--- src/rtl/digit_serial_adder.sv ---
// digit_serial_adder: multi-cycle digit-serial adder for wide operands.
// Adds DIGIT bits per clock over NDIG = WIDTH/DIGIT cycles, with a carry register
// between digits, behind a start/busy/done handshake.
// WIDTH must be a multiple of DIGIT.
// Optional feature macro: DSA_SUB_EN adds the 'sub' port (a-b, co = no-borrow).
module digit_serial_adder #(
    parameter int WIDTH = 16,
    parameter int DIGIT = 4
) (
    input  logic             clk,
    input  logic             rst_n,
    input  logic             start,
    input  logic [WIDTH-1:0] a,
    input  logic [WIDTH-1:0] b,
    input  logic             ci,
`ifdef DSA_SUB_EN
    input  logic             sub,
`endif
    output logic             busy,
    output logic             done,
    output logic [WIDTH-1:0] sum,
    output logic             co
);

    localparam int NDIG = WIDTH / DIGIT;
    localparam int CW   = (NDIG > 1) ? $clog2(NDIG) : 1;
    localparam logic [CW-1:0] LAST = CW'(NDIG - 1);

    typedef enum logic {
        S_IDLE,
        S_RUN
    } state_e;

    state_e           state_q, state_d;
    logic [WIDTH-1:0] a_q, a_d;
    logic [WIDTH-1:0] b_q, b_d;
    logic             carry_q, carry_d;
    logic [CW-1:0]    cnt_q, cnt_d;
    logic [WIDTH-1:0] sum_q, sum_d;
    logic             co_q, co_d;
    logic             done_q, done_d;

    logic [WIDTH-1:0] b_eff;
    logic             carry_init;
    logic [DIGIT:0]   dsum;

    // Operand conditioning at accept time: subtract stores ~b and forces carry-in to 1
    always_comb begin
        b_eff      = b;
        carry_init = ci;
`ifdef DSA_SUB_EN
        if (sub) begin
            b_eff      = ~b;
            carry_init = 1'b1;
        end
`endif
    end

    // Next-state and datapath: one DIGIT-wide ripple slice per RUN cycle
    always_comb begin
        state_d = state_q;
        a_d     = a_q;
        b_d     = b_q;
        carry_d = carry_q;
        cnt_d   = cnt_q;
        sum_d   = sum_q;
        co_d    = co_q;
        done_d  = 1'b0;

        dsum = {1'b0, a_q[cnt_q*DIGIT +: DIGIT]}
             + {1'b0, b_q[cnt_q*DIGIT +: DIGIT]}
             + {{DIGIT{1'b0}}, carry_q};

        case (state_q)
            S_IDLE: begin
                if (start) begin
                    state_d = S_RUN;
                    a_d     = a;
                    b_d     = b_eff;
                    carry_d = carry_init;
                    cnt_d   = '0;
                end
            end
            S_RUN: begin
                sum_d[cnt_q*DIGIT +: DIGIT] = dsum[DIGIT-1:0];
                carry_d = dsum[DIGIT];
                cnt_d   = cnt_q + CW'(1);
                if (cnt_q == LAST) begin
                    state_d = S_IDLE;
                    co_d    = dsum[DIGIT];
                    done_d  = 1'b1;
                end
            end
            default: state_d = S_IDLE;
        endcase
    end

    // State and datapath registers, cleared asynchronously
    always_ff @(posedge clk or negedge rst_n) begin
        if (!rst_n) begin
            state_q <= S_IDLE;
            a_q     <= '0;
            b_q     <= '0;
            carry_q <= 1'b0;
            cnt_q   <= '0;
            sum_q   <= '0;
            co_q    <= 1'b0;
            done_q  <= 1'b0;
        end else begin
            state_q <= state_d;
            a_q     <= a_d;
            b_q     <= b_d;
            carry_q <= carry_d;
            cnt_q   <= cnt_d;
            sum_q   <= sum_d;
            co_q    <= co_d;
            done_q  <= done_d;
        end
    end

    assign busy = (state_q == S_RUN);
    assign done = done_q;
    assign sum  = sum_q;
    assign co   = co_q;

endmodule
--- config.mk ---
export PLATFORM = sky130hd
export DESIGN_NAME = digit_serial_adder
export DESIGN_NICKNAME = d
export VERILOG_FILES = /design/src/rtl/digit_serial_adder.sv
export SDC_FILE = /design/constraint.sdc
export NUM_CORES = 1
export LEC_CHECK = 0
export CORE_MARGIN = 2
export CORE_UTILIZATION = 45
export CTS_CLUSTER_SIZE = 40
export DETAILED_ROUTE_END_ITERATION = 8
export GPL_TIMING_DRIVEN = 0
export PLACE_DENSITY = 0.75
export SLEW_MARGIN = 20
export SYNTH_ARGS = -nofsm -noshare
export SYNTH_HDL_FRONTEND = slang
export SYNTH_SLANG_ARGS = --single-unit
--- constraint.sdc ---
create_clock -name clk -period 2.45 [get_ports clk]
set_input_delay 0.3675 -clock clk [delete_from_list [all_inputs] [get_ports clk]]
set_output_delay 0.3675 -clock clk [all_outputs]
set_load 0.01 [all_outputs]
* Yosys cells after proc, flatten, opt, wreduce, memory -nomap -nowiden *
Index checks and enable logic that the tools add are counted.

word-level totals
  ROM bits = 0
  RAM bits = 0
  logic and storage cells = 31
  output and inout port bits = 19
  bits in latches = 0
  register bits after elaboration = 54
  memories = 0
  input port bits = 36

cells by class
  $mul = 0
  div/mod/pow operators = 0
  order comparisons = 0
  bitwise gates (word level) = 1
  multiplexer cells = 10
  shifts and indexed selects = 4
  add/sub/neg operators = 4
  reductions and logical operators = 2
  eq/ne operators = 2

operator list
  cell                     count
  $neg 4->34               1
  $shift 4x34->16 const A  1
  $shiftx 4x34->16         1
  $shiftx 16x5->4          2
  $bwmux 16                1
  $add 4x4->5              1
  $add 5x1->5              1
  $mux 1                   5
  $pmux 1 s2               2
  $pmux 2 s2               1
  $reduce_and 2->1         2
  $add 2x1->2 const B      1
  $eq 2x2->1 const B       1
  $mux 2                   1
  $ne 2x2->1 const B       1
  $not 1->1                1

* Longest topological paths before layout *
  word-level depth = 5
  mapped depth = 7
  depth with buffers taken out = 6

* Worst setup path before layout *
OpenSTA, ideal clock, no wires.

  path kind = register to register
  from = register cnt_q[0]
  to = register co_q, in the netlist co
  data required time = 2.322 ns
  buffers on the path = 1
  cell stages (with the launch flop) = 8
  arrival time = 2.463 ns
  period minus slack after synthesis = 2.591 ns
  setup time = 0.128 ns
  setup slack = -0.141 ns
  cell sequence = dfrtp_1 -> buf_4 -> mux4_2 -> fa_1 -> fa_1 -> a21o_1 -> a21oi_1 -> o21ai_0

between the ends
  cells in the longest elaborated chain, start to end = 3
  elaborated cells on any way between the ends = 6
  those cells by class = 2 x add/sub; 1 x eq/ne; 2 x shift; 1 x reduce/logical

RTL lines
  what                                line    source
  start, declared                     38      logic [CW-1:0] cnt_q, cnt_d;
  start signal, assigned              114     cnt_q <= cnt_d;
  $shiftx 16x5->4 (on tied branches)  70, 71
  $add 4x4->5                         71      + {1'b0, b_q[cnt_q*DIGIT +: DIGIT]}
  $add 5x1->5                         72      + {{DIGIT{1'b0}}, carry_q};
  end signal, assigned                116     co_q <= co_d;
  end, declared                       40      logic co_q, co_d;

Several ways; a longest one is shown, not always the timed one.
A chain may end at the register's enable or synchronous reset.

* Worst setup path in the final report *
  from = register cnt_q[0]
  to = register carry_q

between the ends
  cells in the longest elaborated chain, start to end = 4
  elaborated cells on any way between the ends = 5
  those cells by class = 2 x add/sub; 2 x shift; 1 x mux

RTL lines
  what                                line    source
  $shiftx 16x5->4 (on tied branches)  70, 71
  $add 4x4->5 *                       71
  $add 5x1->5 *                       72
  $pmux 1 s2 *                        74      case (state_q)
  end signal, assigned                113     carry_q <= carry_d;
  end, declared                       37      logic carry_q, carry_d;

Mark *: on every way between the ends. The rest lies on a longest branch, timed or not.

==> results <==
==> worst max-delay path, stage by stage (launching register included) <==
cell and delay (ns):
dfrtp_2 0.42, buf_12 0.14, mux4_2 0.55, fa_2 0.38, fa_2 0.38, a21o_1 0.20, a21oi_2 0.19, a21oi_1 0.10
==> cells in the final DEF, fill, tap and decap left out, types with 2 or more instances in the layout <==
| cell type | n |
|---|---|
| o31ai_2 | 2 |
| mux2_2 | 4 |
| nor2b_1 | 2 |
| a21oi_2 | 2 |
| mux4_2 | 7 |
| mux2_1 | 29 |
| ha_1 | 8 |
| bufinv_16 | 2 |
| o21ai_1 | 4 |
| dfrtp_1 | 53 |
| buf_2 | 4 |
| o31ai_1 | 3 |
| fa_2 | 2 |
| buf_4 | 6 |
| nor2_1 | 2 |
| clkdlybuf4s50_1 | 53 |
| a21o_1 | 2 |
| nand2_2 | 2 |
| inv_1 | 3 |
| clkbuf_8 | 6 |
| nor4b_1 | 2 |
| a22o_1 | 8 |
| nand2_1 | 11 |
==> path summary, 6_finish.rpt <==
check | end | slack (ns) | cells after the start
max | carry_q | -0.01 | 7
min | sum[10] | 0.09 | 1
max reg2reg | carry_q | -0.01 | 7
min reg2reg | sum[11] | 0.49 | 2
max in group asynchronous | cnt_q[0] | 1.90 | 1
min in group clk | sum[11] | 0.49 | 2
==> layer usage <==
metal | global-route usage | wire length, um | vias to the layer above
li1 | - | - | 760
met1 | 0.230 | 2060 | 750
met2 | 0.302 | 2450 | 46
met3 | 0.0264 | 175 | 10
met4 | 0.0561 | 80 | 0
met5 | 0 | 0 | -
==> kinds of logic (layout without fill, tap and decap cells) <==
group,after synthesis,in the layout
xor+xnor,1,1
flops,54,54
mux,41,41
buf+inv,11,78
fa+ha+maj,10,10
compound gates,25,25
simple gates,27,27
==> cell type report <==
type                            instances  area (sq um)
Buffer                                  7          56.3
Clock buffer                            6          82.6
Clock inverter                          2          60.1
Fill cell                             417          1890
Inverter                                4          15.0
Multi-Input combinational cell        104          1080
Sequential cell                        54          1350
Tap cell                               70          87.6
Timing Repair Buffer                   59           576
==> registers in the layout, indices dropped and copies added, names as in the netlist <==
| name | flops |
|---|---|
| a_q | 16 |
| carry_q | 1 |
| sum | 16 |
| co | 1 |
| busy | 1 |
| b_q | 16 |
| done | 1 |
| cnt_q | 2 |
==> power breakdown <==
part	leakage, nW	internal [mW]	switching (mW)	total, mW
clock network	0.0714	0.436	0.279	0.715
registers	0.668	1.31	0.219	1.53
logic	0.678	1.32	1.26	2.59
total	1.42	3.06	1.76	4.83
==> stage by stage <==
step,instance area [sq um],worst slack [ns],power (mW)
6_report,3310,-0.0122,4.83
4_1_cts,3290,0.00682,4.79
2_1_floorplan,2480,0.0148,3.12
3_5_place_dp,3100,-0.318,3.90
3_3_place_gp,3110,-0.780,3.83
5_1_grt,3310,-0.0467,5.17
==> timing repair <==
item / 4_1_cts / 5_1_grt
setup endpoints to repair: 12 / 6
pin swaps: 2 / 0
setup buffers: 3 / 2
gates resized for setup: 6 / 3
==> impl_metrics.csv <==
group,metric,value,unit
run_status,status,"finished, violations left",
run_status,violations,"setup timing",
setup_path,cp.required,2.64,ns
synthesis,synth_top_cell_by_area,"dfrtp_1",
global_route,grt_max_degree,55,
synthesis,ys_ff_latch,54,
synthesis,synth_seq_area_share,0.547,
clock_network,cts.root.buffer_cell,"clkbuf_8",
cells_and_area,antenna_cells,0,
power,leakage,1.42,nW
power,vdd_drop_max,0.755,mV
clock_network,cts.sinks,54,
floorplan,die_h,78.1,um
routing,drc,0,
cells_and_area,fin_cells,306,
setup_path,worst_setup_path_start_kind,"register",
routing,drt.antenna.violating_nets,0,
global_route,grt_pass1_wl,8250,um
timing,fin_skew,0.00752,ns
setup_path,path_class,"register to register",
cells_and_area,final_core_util,0.637,
synthesis,yosys_most_used_dff,"dfrtp_1",
synthesis,synth_cell_types,37,
global_route,grt_pass1_vias,1680,
synthesis,synth_top_family_by_area,"multiplexers",
floorplan,initial_core_util,0.475,
cells_and_area,drive_gt1_frac,0.199,
synthesis,synth_mux_area_frac,0.225,
synthesis,synthArstFlopShare,1.00,
synthesis,synth_common_cells,"54 x dfrtp_1, 29 x mux2_1, 11 x nand2_1",
routing,viasPerCell,5.12,
synthesis,syn_nets,215,
global_route,antenna_found_initial,0,
floorplan,io_pins,55,
clock_network,clk_latency,0.30,ns
setup_path,end_kind,"register",
place,routabilityCongestion,0.764,
setup_path,worstSetupStartpoint,"cnt_q[0]",
clock_network,cts_hold_buf,0,
synthesis,synth-adder-area-share,0.0567,
timing,drv_slew,0,
routing,vias,1566,
setup_path,cp.arrival,2.65,ns
synthesis,yosys.area_share.simple,0.0669,
timing,timing.slew.headroom,0.563,
power,power.density,1460,mW/mm^2
routing,routed_wl,4760,um
cells_and_area,nets,281,
timing,hold_ws,0.0894,ns
floorplan,core_region_area,0.00520,sq mm
routing,wl_per_cell,15.6,um
hold_path,holdCritPathClass,"primary input to async pin",
run,max_cap_viol_count,0,
timing,rsz0062_at_grt,"yes",
cells_and_area,area_growth,34.2,%
timing,hold_viol_final,0,
place,io_buffers,54,
clock_network,numCtsBuffers,5,
timing,final.setup.tns,-0.0122,ns
timing,worst_slew_pin_slew,0.655,ns
setup_path,worstPathMaxFanout,6,
timing,fin_ws,-0.0122,ns
global_route,grt-ovfl-total,0,
floorplan,rows,26,
clock_network,cts_tree,"done",
timing,fmax,0.406,GHz
routing,drt_iter0_drc,86,
synthesis,yosysMostFrequentCell,"dfrtp_1",
setup_path,reg2reg_from,"cnt_q[0]",
clock_network,cts.path.max_buffers,2,
floorplan,dieArea,0.00610,sq mm
global_route,grt_usage,0.175,
synthesis,synth-edff-count,0,
timing,fin_crit,2.46,ns
place,dp.cells,293,
timing,setup_viol,1,
synthesis,syn_avg_cell_area,14.6,sq um
place,hpwl,3470,um
synthesis,synth_top_area_share,0.547,
floorplan,die_width,78.1,um
clock_network,htreeDepth,2,
synthesis,netlist_instances,169,
synthesis,synth-compound-area-share,0.0775,
synthesis,synth-xor-area-share,0.00355,
clock_network,clk_pin_slew_worst_paths,0.09,ns
synthesis,synth_area,0.00247,sq mm
timing,fin_crit_sh,1.00,
routing,drtPass1Iterations,3,
synthesis,ys_warn_count,0,
synthesis,synthTopCellsByArea,"dfrtp_1 55%, mux2_1 13%, mux4_2 6.4%",
No activity file was read; power rests on OpenSTA's default activity.
